--- config.mk ---
export PLATFORM = sky130hd
export DESIGN_NAME = ahb_default_slave
export DESIGN_NICKNAME = d
export VERILOG_FILES = /design/src/rtl/ahb_default_slave.sv
export SDC_FILE = /design/constraint.sdc
export NUM_CORES = 1
export LEC_CHECK = 0
export BUFFER_PORTS_ARGS = -buffer_cell sky130_fd_sc_hd__buf_2
export CORE_MARGIN = 2
export CORE_UTILIZATION = 45
export DETAILED_ROUTE_END_ITERATION = 12
export PLACE_DENSITY = 0.87
export SLEW_MARGIN = 20
export SYNTH_ARGS = -nofsm -noshare
export SYNTH_HDL_FRONTEND = slang
export SYNTH_SLANG_ARGS = --single-unit
--- constraint.sdc ---
create_clock -name hclk -period 1.87 [get_ports hclk]
set_input_delay 0.2805 -clock hclk [delete_from_list [all_inputs] [get_ports hclk]]
set_output_delay 0.2805 -clock hclk [all_outputs]
set_load 0.05 [all_outputs]
--- src/rtl/ahb_default_slave.sv ---
// AHB default slave: two-cycle ERROR for unmapped active transfers, first-fault capture and
// saturating error counter. Optional err_irq output is built when DEFAULT_SLV_IRQ_EN is defined.
module ahb_default_slave #(
   parameter int AHB_ADDR_WIDTH = 32,
   parameter int ERR_CNT_WIDTH  = 8
) (
   input  logic                      hclk,
   input  logic                      hreset_n,
   input  logic                      hsel,
   input  logic [AHB_ADDR_WIDTH-1:0] haddr,
   input  logic [1:0]                htrans,
   input  logic                      hwrite,
   input  logic [2:0]                hsize,
   input  logic                      hready,
   output logic                      hreadyout,
   output logic [1:0]                hresp,
   output logic                      err_valid,
   output logic [AHB_ADDR_WIDTH-1:0] err_addr,
   output logic                      err_write,
   output logic [2:0]                err_size,
   output logic                      err_overflow,
   output logic [ERR_CNT_WIDTH-1:0]  err_count,
   input  logic                      err_clr
`ifdef DEFAULT_SLV_IRQ_EN
   ,
   input  logic                      irq_en,
   output logic                      err_irq
`endif
);

   localparam logic [1:0] TRANS_NONSEQ = 2'b10;
   localparam logic [1:0] TRANS_SEQ    = 2'b11;
   localparam logic [1:0] RESP_OKAY    = 2'b00;
   localparam logic [1:0] RESP_ERROR   = 2'b01;
   localparam logic [ERR_CNT_WIDTH-1:0] CNT_ZERO = {ERR_CNT_WIDTH{1'b0}};
   localparam logic [ERR_CNT_WIDTH-1:0] CNT_ONE  = {{(ERR_CNT_WIDTH-1){1'b0}}, 1'b1};
   localparam logic [ERR_CNT_WIDTH-1:0] CNT_MAX  = {ERR_CNT_WIDTH{1'b1}};

   typedef enum logic [1:0] {
      ST_IDLE = 2'b00,
      ST_ERR1 = 2'b01,
      ST_ERR2 = 2'b10
   } state_t;

   state_t                      r_state;
   logic                        r_hreadyout;
   logic [1:0]                  r_hresp;
   logic                        r_err_valid;
   logic [AHB_ADDR_WIDTH-1:0]   r_err_addr;
   logic                        r_err_write;
   logic [2:0]                  r_err_size;
   logic                        r_err_overflow;
   logic [ERR_CNT_WIDTH-1:0]    r_err_count;
   logic                        w_hit;
   logic                        w_load;

   function automatic logic [ERR_CNT_WIDTH-1:0] sat_inc(input logic [ERR_CNT_WIDTH-1:0] cnt);
      if (cnt == CNT_MAX) begin
         return CNT_MAX;
      end else begin
         return cnt + CNT_ONE;
      end
   endfunction

   assign w_hit  = hsel && hready && ((htrans == TRANS_NONSEQ) || (htrans == TRANS_SEQ));
   // A clear on the same edge as a hit lets the hit become the new first capture.
   assign w_load = w_hit && (!r_err_valid || err_clr);

   // Response FSM with registered ready/response outputs.
   always_ff @(posedge hclk or negedge hreset_n) begin
      if (!hreset_n) begin
         r_state     <= ST_IDLE;
         r_hreadyout <= 1'b1;
         r_hresp     <= RESP_OKAY;
      end else begin
         case (r_state)
            ST_IDLE: begin
               if (w_hit) begin
                  r_state     <= ST_ERR1;
                  r_hreadyout <= 1'b0;
                  r_hresp     <= RESP_ERROR;
               end else begin
                  r_state     <= ST_IDLE;
                  r_hreadyout <= 1'b1;
                  r_hresp     <= RESP_OKAY;
               end
            end
            ST_ERR1: begin
               r_state     <= ST_ERR2;
               r_hreadyout <= 1'b1;
               r_hresp     <= RESP_ERROR;
            end
            ST_ERR2: begin
               if (w_hit) begin
                  r_state     <= ST_ERR1;
                  r_hreadyout <= 1'b0;
                  r_hresp     <= RESP_ERROR;
               end else begin
                  r_state     <= ST_IDLE;
                  r_hreadyout <= 1'b1;
                  r_hresp     <= RESP_OKAY;
               end
            end
            default: begin
               r_state     <= ST_IDLE;
               r_hreadyout <= 1'b1;
               r_hresp     <= RESP_OKAY;
            end
         endcase
      end
   end

   // First-fault address/direction/size capture.
   always_ff @(posedge hclk or negedge hreset_n) begin
      if (!hreset_n) begin
         r_err_addr  <= {AHB_ADDR_WIDTH{1'b0}};
         r_err_write <= 1'b0;
         r_err_size  <= 3'b000;
      end else if (w_load) begin
         r_err_addr  <= haddr;
         r_err_write <= hwrite;
         r_err_size  <= hsize;
      end else begin
         r_err_addr  <= r_err_addr;
         r_err_write <= r_err_write;
         r_err_size  <= r_err_size;
      end
   end

   // Sticky valid/overflow flags and saturating error counter.
   always_ff @(posedge hclk or negedge hreset_n) begin
      if (!hreset_n) begin
         r_err_valid    <= 1'b0;
         r_err_overflow <= 1'b0;
         r_err_count    <= CNT_ZERO;
      end else if (w_hit) begin
         r_err_valid    <= 1'b1;
         r_err_overflow <= !err_clr && (r_err_valid || r_err_overflow);
         r_err_count    <= err_clr ? CNT_ONE : sat_inc(r_err_count);
      end else if (err_clr) begin
         r_err_valid    <= 1'b0;
         r_err_overflow <= 1'b0;
         r_err_count    <= CNT_ZERO;
      end else begin
         r_err_valid    <= r_err_valid;
         r_err_overflow <= r_err_overflow;
         r_err_count    <= r_err_count;
      end
   end

`ifdef DEFAULT_SLV_IRQ_EN
   logic r_err_irq;

   // Level interrupt trails the sticky flags by one cycle.
   always_ff @(posedge hclk or negedge hreset_n) begin
      if (!hreset_n) begin
         r_err_irq <= 1'b0;
      end else begin
         r_err_irq <= irq_en && (r_err_valid || r_err_overflow);
      end
   end

   assign err_irq = r_err_irq;
`endif

   assign hreadyout    = r_hreadyout;
   assign hresp        = r_hresp;
   assign err_valid    = r_err_valid;
   assign err_addr     = r_err_addr;
   assign err_write    = r_err_write;
   assign err_size     = r_err_size;
   assign err_overflow = r_err_overflow;
   assign err_count    = r_err_count;

endmodule

Word-level counts from Yosys, hierarchy flattened
Index checks and enable logic that the tools add are counted.
Storage, ports and cells
  register bits after elaboration: 51
  output and inout bits: 49
  input bits: 43
  word-level logic and storage cells: 39
Operators by class
  mux-type cells: 12
  add/subtract/negate cells: 1
  reduce and logical (&&, ||, !) cells: 12
  equal/unequal tests: 5
Operator list (count)
  8-bit 2-to-1 mux: 4
  8-bit by 1-bit adder with 8-bit output (second input constant): 1
  8-bit equality test (second input constant): 1
  2-bit equality test (second input constant): 3
  1-bit 2-to-1 mux: 6
  1-bit logical AND: 4
  2-bit case mux with 2 select lines: 1
  1-bit logical OR: 3
  2-bit by 1-bit equality test with 1-bit output (second input constant): 1
  1-bit logical NOT: 2
  2-bit logical NOT: 1
  1-bit case mux with 2 select lines: 1
  2-bit nonzero test: 1
  2-bit OR reduction: 1

Logic depth before layout (Yosys ltp)
  depth in word-level cells: 5
  gate-level depth with buffers: 5
  mapped depth without buffers: 4

Worst setup path after synthesis
Ideal clock, no wire load.
  path kind: flip-flop to flip-flop
  start: register r_err_count[0] (netlist: err_count[0])
  end: register r_err_count[5] (netlist: err_count[5])
  arrival: 1584 ps
  required time: 1714 ps
  path buffers: 0
  stages on the path, launching flop included: 5
  setup slack: 130 ps
  library setup time: 156 ps
  clock period less this slack: 1740 ps
  cells stage by stage: dfrtp_1 > ha_1 > and3_1 > a2111oi_0 > a211oi_1
Between the ends
  cells in the longest elaborated chain, start to end: 4
  elaborated cells between the ends (all ways): 5
  classes of those cells: add/sub (1); eq/ne (1); mux (3)
RTL lines
  from (decl): line 53  | logic [ERR_CNT_WIDTH-1:0] r_err_count;
  from (signal assigned): line 139  | r_err_count <= err_clr ? CNT_ONE : sat_inc(r_err_count);
  from (signal assigned): line 147  | r_err_count <= r_err_count;
  8-bit by 1-bit adder with 8-bit output / 8-bit equality test (equally long branches): line 61, 58
  8-bit 2-to-1 mux (*): line 58  | if (cnt == CNT_MAX) begin
  8-bit 2-to-1 mux (*): line 139
  8-bit 2-to-1 mux (*): line 136  | end else if (w_hit) begin
Mark *: on every way between the ends. The rest lies on a longest branch, timed or not.
A chain may end at the register's enable or synchronous reset.

Final worst setup path
Same ends and word-level chain as after synthesis.

==> out/metrics.yaml <==
timing:
  relSlewSlack: 0.6489
  worstMarginPinSlew_ps: 526.7
  finalSetupViolations: 0
  hold_viol: 0
  rsz0062_at_grt: "false"
  drv_slew: 0
  fmax_ghz: 0.6032
  whs_ps: 216.7
  min_period_over_period: 0.8866
  fin_crit_ps: 1658
  fin_tns_setup_ps: 0
  finalClockSkew_ps: 3.655
min_path:
  min-delay-start: "haddr[2]"
  holdCritPathClass: "in -> reg"
worst_setup_path:
  critical_path_class: "reg -> reg"
  setup.worst_path.start: "err_count[0]"
  crit_path_start_kind: "flip-flop"
  ff2ff_path_depth: 4
  rr_endpoint: "err_count[5]"
  critPathMaxFanout: 7
  end_kind: "flip-flop"
  critPathCapture: "err_count[5]"
  cp.required_ps: 2030
  timing.rr.start: "err_count[0]"
  rrSetupSlack_ps: 210
  worstPathArrival_ps: 1820
floorplanning:
  dieArea_mm2: 0.005369
  ios: 92
  start_util: 0.4634
  core_area_mm2: 0.004661
  rows: 25
  fp.dieW_um: 73.28
  die_h_um: 73.28
global_routing:
  grt_pass1_wl_um: 6851
  grt_max_degree: 30
  grtUsageTotal: 0.1651
  first_global_vias: 1499
  antenna_found_initial: 0
  grt-ovfl-total: 0
yosys:
  synth_seq_area_share: 0.5800
  synth.net_count: 182
  netlist.area_leader.share: 0.5678
  yosys_warnings: 0
  synth_cell_types: 33
  postSynthCellCount: 138
  synth_most_common_cell: "dfrtp_1"
  synthXorXnorAreaFrac: 0
  synth_top_family_by_area: "multiplexers"
  synth-simple-area-share: 0.05678
  synth_area_leader_cell: "dfrtp_1"
  synth-edff-count: 0
  synth_common_cells: "dfrtp_1 (49), mux2_4 (30), mux2_2 (6)"
  synthAdderAreaFrac: 0.005794
  avgSynthCellArea_um2: 15.65
  synth_flop_cell: "dfrtp_1"
  synth_compound_area_frac: 0.06721
  synth_area_leaders: "dfrtp_1 (57%), mux2_4 (21%), mux2_2 (3.1%), buf_12 (2.8%), a211oi_1 (1.4%)"
  syn_area_mm2: 0.002160
  synth-seq-cells: 50
  async_reset_ff_frac: 1.000
  synthMuxAreaShare: 0.2399
place:
  port_buffers: 89
  dp_cells: 277
  routabilityCongestion: 0.8062
  placed_area_mm2: 0.002636
  hpwl_um: 3049
finish:
  regArea_mm2: 0.001252
  multi_input_area_um2: 802.0
  layout.cells.non_filler: 285
  nets: 275
  drive_gt1_frac: 0.6104
  nFillCells: 365
  syn_to_final_growth_pct: 27.75
  final_area_mm2: 0.002759
  n_antenna_cell: 0
status:
  status: "finished, final reports clean"
job:
  maxCapViolCount: 0
route:
  drcViolationCount: 0
  drt-initial-drc-count: 111
  via_per_inst: 5.172
  ant_nets: 0
  wl_per_cell_um: 14.80
  vias: 1474
  routed_wl_um: 4218
  dr.pass1.iters: 4
clock_network:
  clkSinkCount: 50
  cts_tree: "yes"
  cts.clk_slew.worst_paths_ps: 80
  cts_buffer_depth: 2
  htree_levels: 2
  clockRootBuffer: "clkbuf_8"
  cts_buffers: 5
  ctsResizeCount: 0
  insertion_delay_ps: 290
pwr:
  power.density_mw_per_mm2: 1188
  peakVddDrop_v: 0.0004946
  p_leak_nw: 1.392
  total_power_mw: 3.278
## worst max-delay path, stage by stage, from the launching register on
cell	delay, ps
dfrtp_1	450
ha_1	270
and3_1	240
a2111oi_0	430
a211oi_1	140
## worst min path at each step
stage                     cells after the start           end  slack (ps)
after CTS                                     2  err_addr[14]         200
after detailed placement                      1  err_addr[11]         300
after global placement                        1  err_addr[11]         280
final                                         2   err_addr[2]         220
after floorplan                               0   err_addr[0]         -20
after global routing                          2   err_size[0]         200
## placed cells by master (no fill, tap or decap), types with 3 or more instances in the layout
cell,count
a211oi_1,4
a21oi_1,4
a31oi_1,3
a41oi_1,3
buf_2,89
clkbuf_8,6
dfrtp_1,49
inv_1,4
mux2_2,6
mux2_4,30
nor2_1,3
nor3_1,4
## sequential cells by signal (all words and copies together), names as in the netlist
| name | flops |
|---|---|
| err_addr | 32 |
| err_count | 8 |
| err_overflow | 1 |
| err_size | 3 |
| err_valid | 1 |
| err_write | 1 |
| hreadyout | 1 |
| hresp | 1 |
| r_state | 2 |
## power breakdown
group	switching, mW	internal [mW]	total, mW	leakage (nW)
Sequential	0.0925	1.25	1.35	0.614
Combinational	0.812	0.370	1.18	0.721
Clock	0.320	0.428	0.748	0.0573
## cell type report
class	count	share of cell area
clock buffer	6	0.02993
inverter	5	0.007710
sequential	50	0.4540
clock inverter	1	0.01088
multi-input combinational	76	0.2907
tap	54	0.02449
timing repair buffer	93	0.1823
## stage by stage
stage	worst slack, ps	utilization
after detailed placement	219.9	0.5656
after CTS	200.3	0.5919
after floorplan	130.4	-
after global routing	96.92	0.5919
final	212.1	0.5919
after global placement	339.6	0.5656
## cells by family (layout without fill, tap and decap cells)
group                    after synthesis  count (layout)
flip-flops                            50              50
multiplexers                          36              36
AO/OA/AOI/OAI                         19              19
AND/OR/NAND/NOR                       19              19
buffers and inverters                 12             105
adder cells (fa/ha/maj)                1               1
other                                  1               1
## metal layers
layer | up-vias | GRT usage | routed length, um
li1 | 683 | - | -
met1 | 719 | 0.2192 | 1945
met2 | 72 | 0.2633 | 1969
met3 | 0 | 0.05487 | 303
met4 | 0 | 0.03909 | 0
met5 | - | 0 | 0
## timing repair
item                                   4_1_cts  5_1_grt
endpoints found under the hold margin       20        0
setup buffers                                0        0
hold buffers                                 1        0
Power figures use the tool's default switching activity.
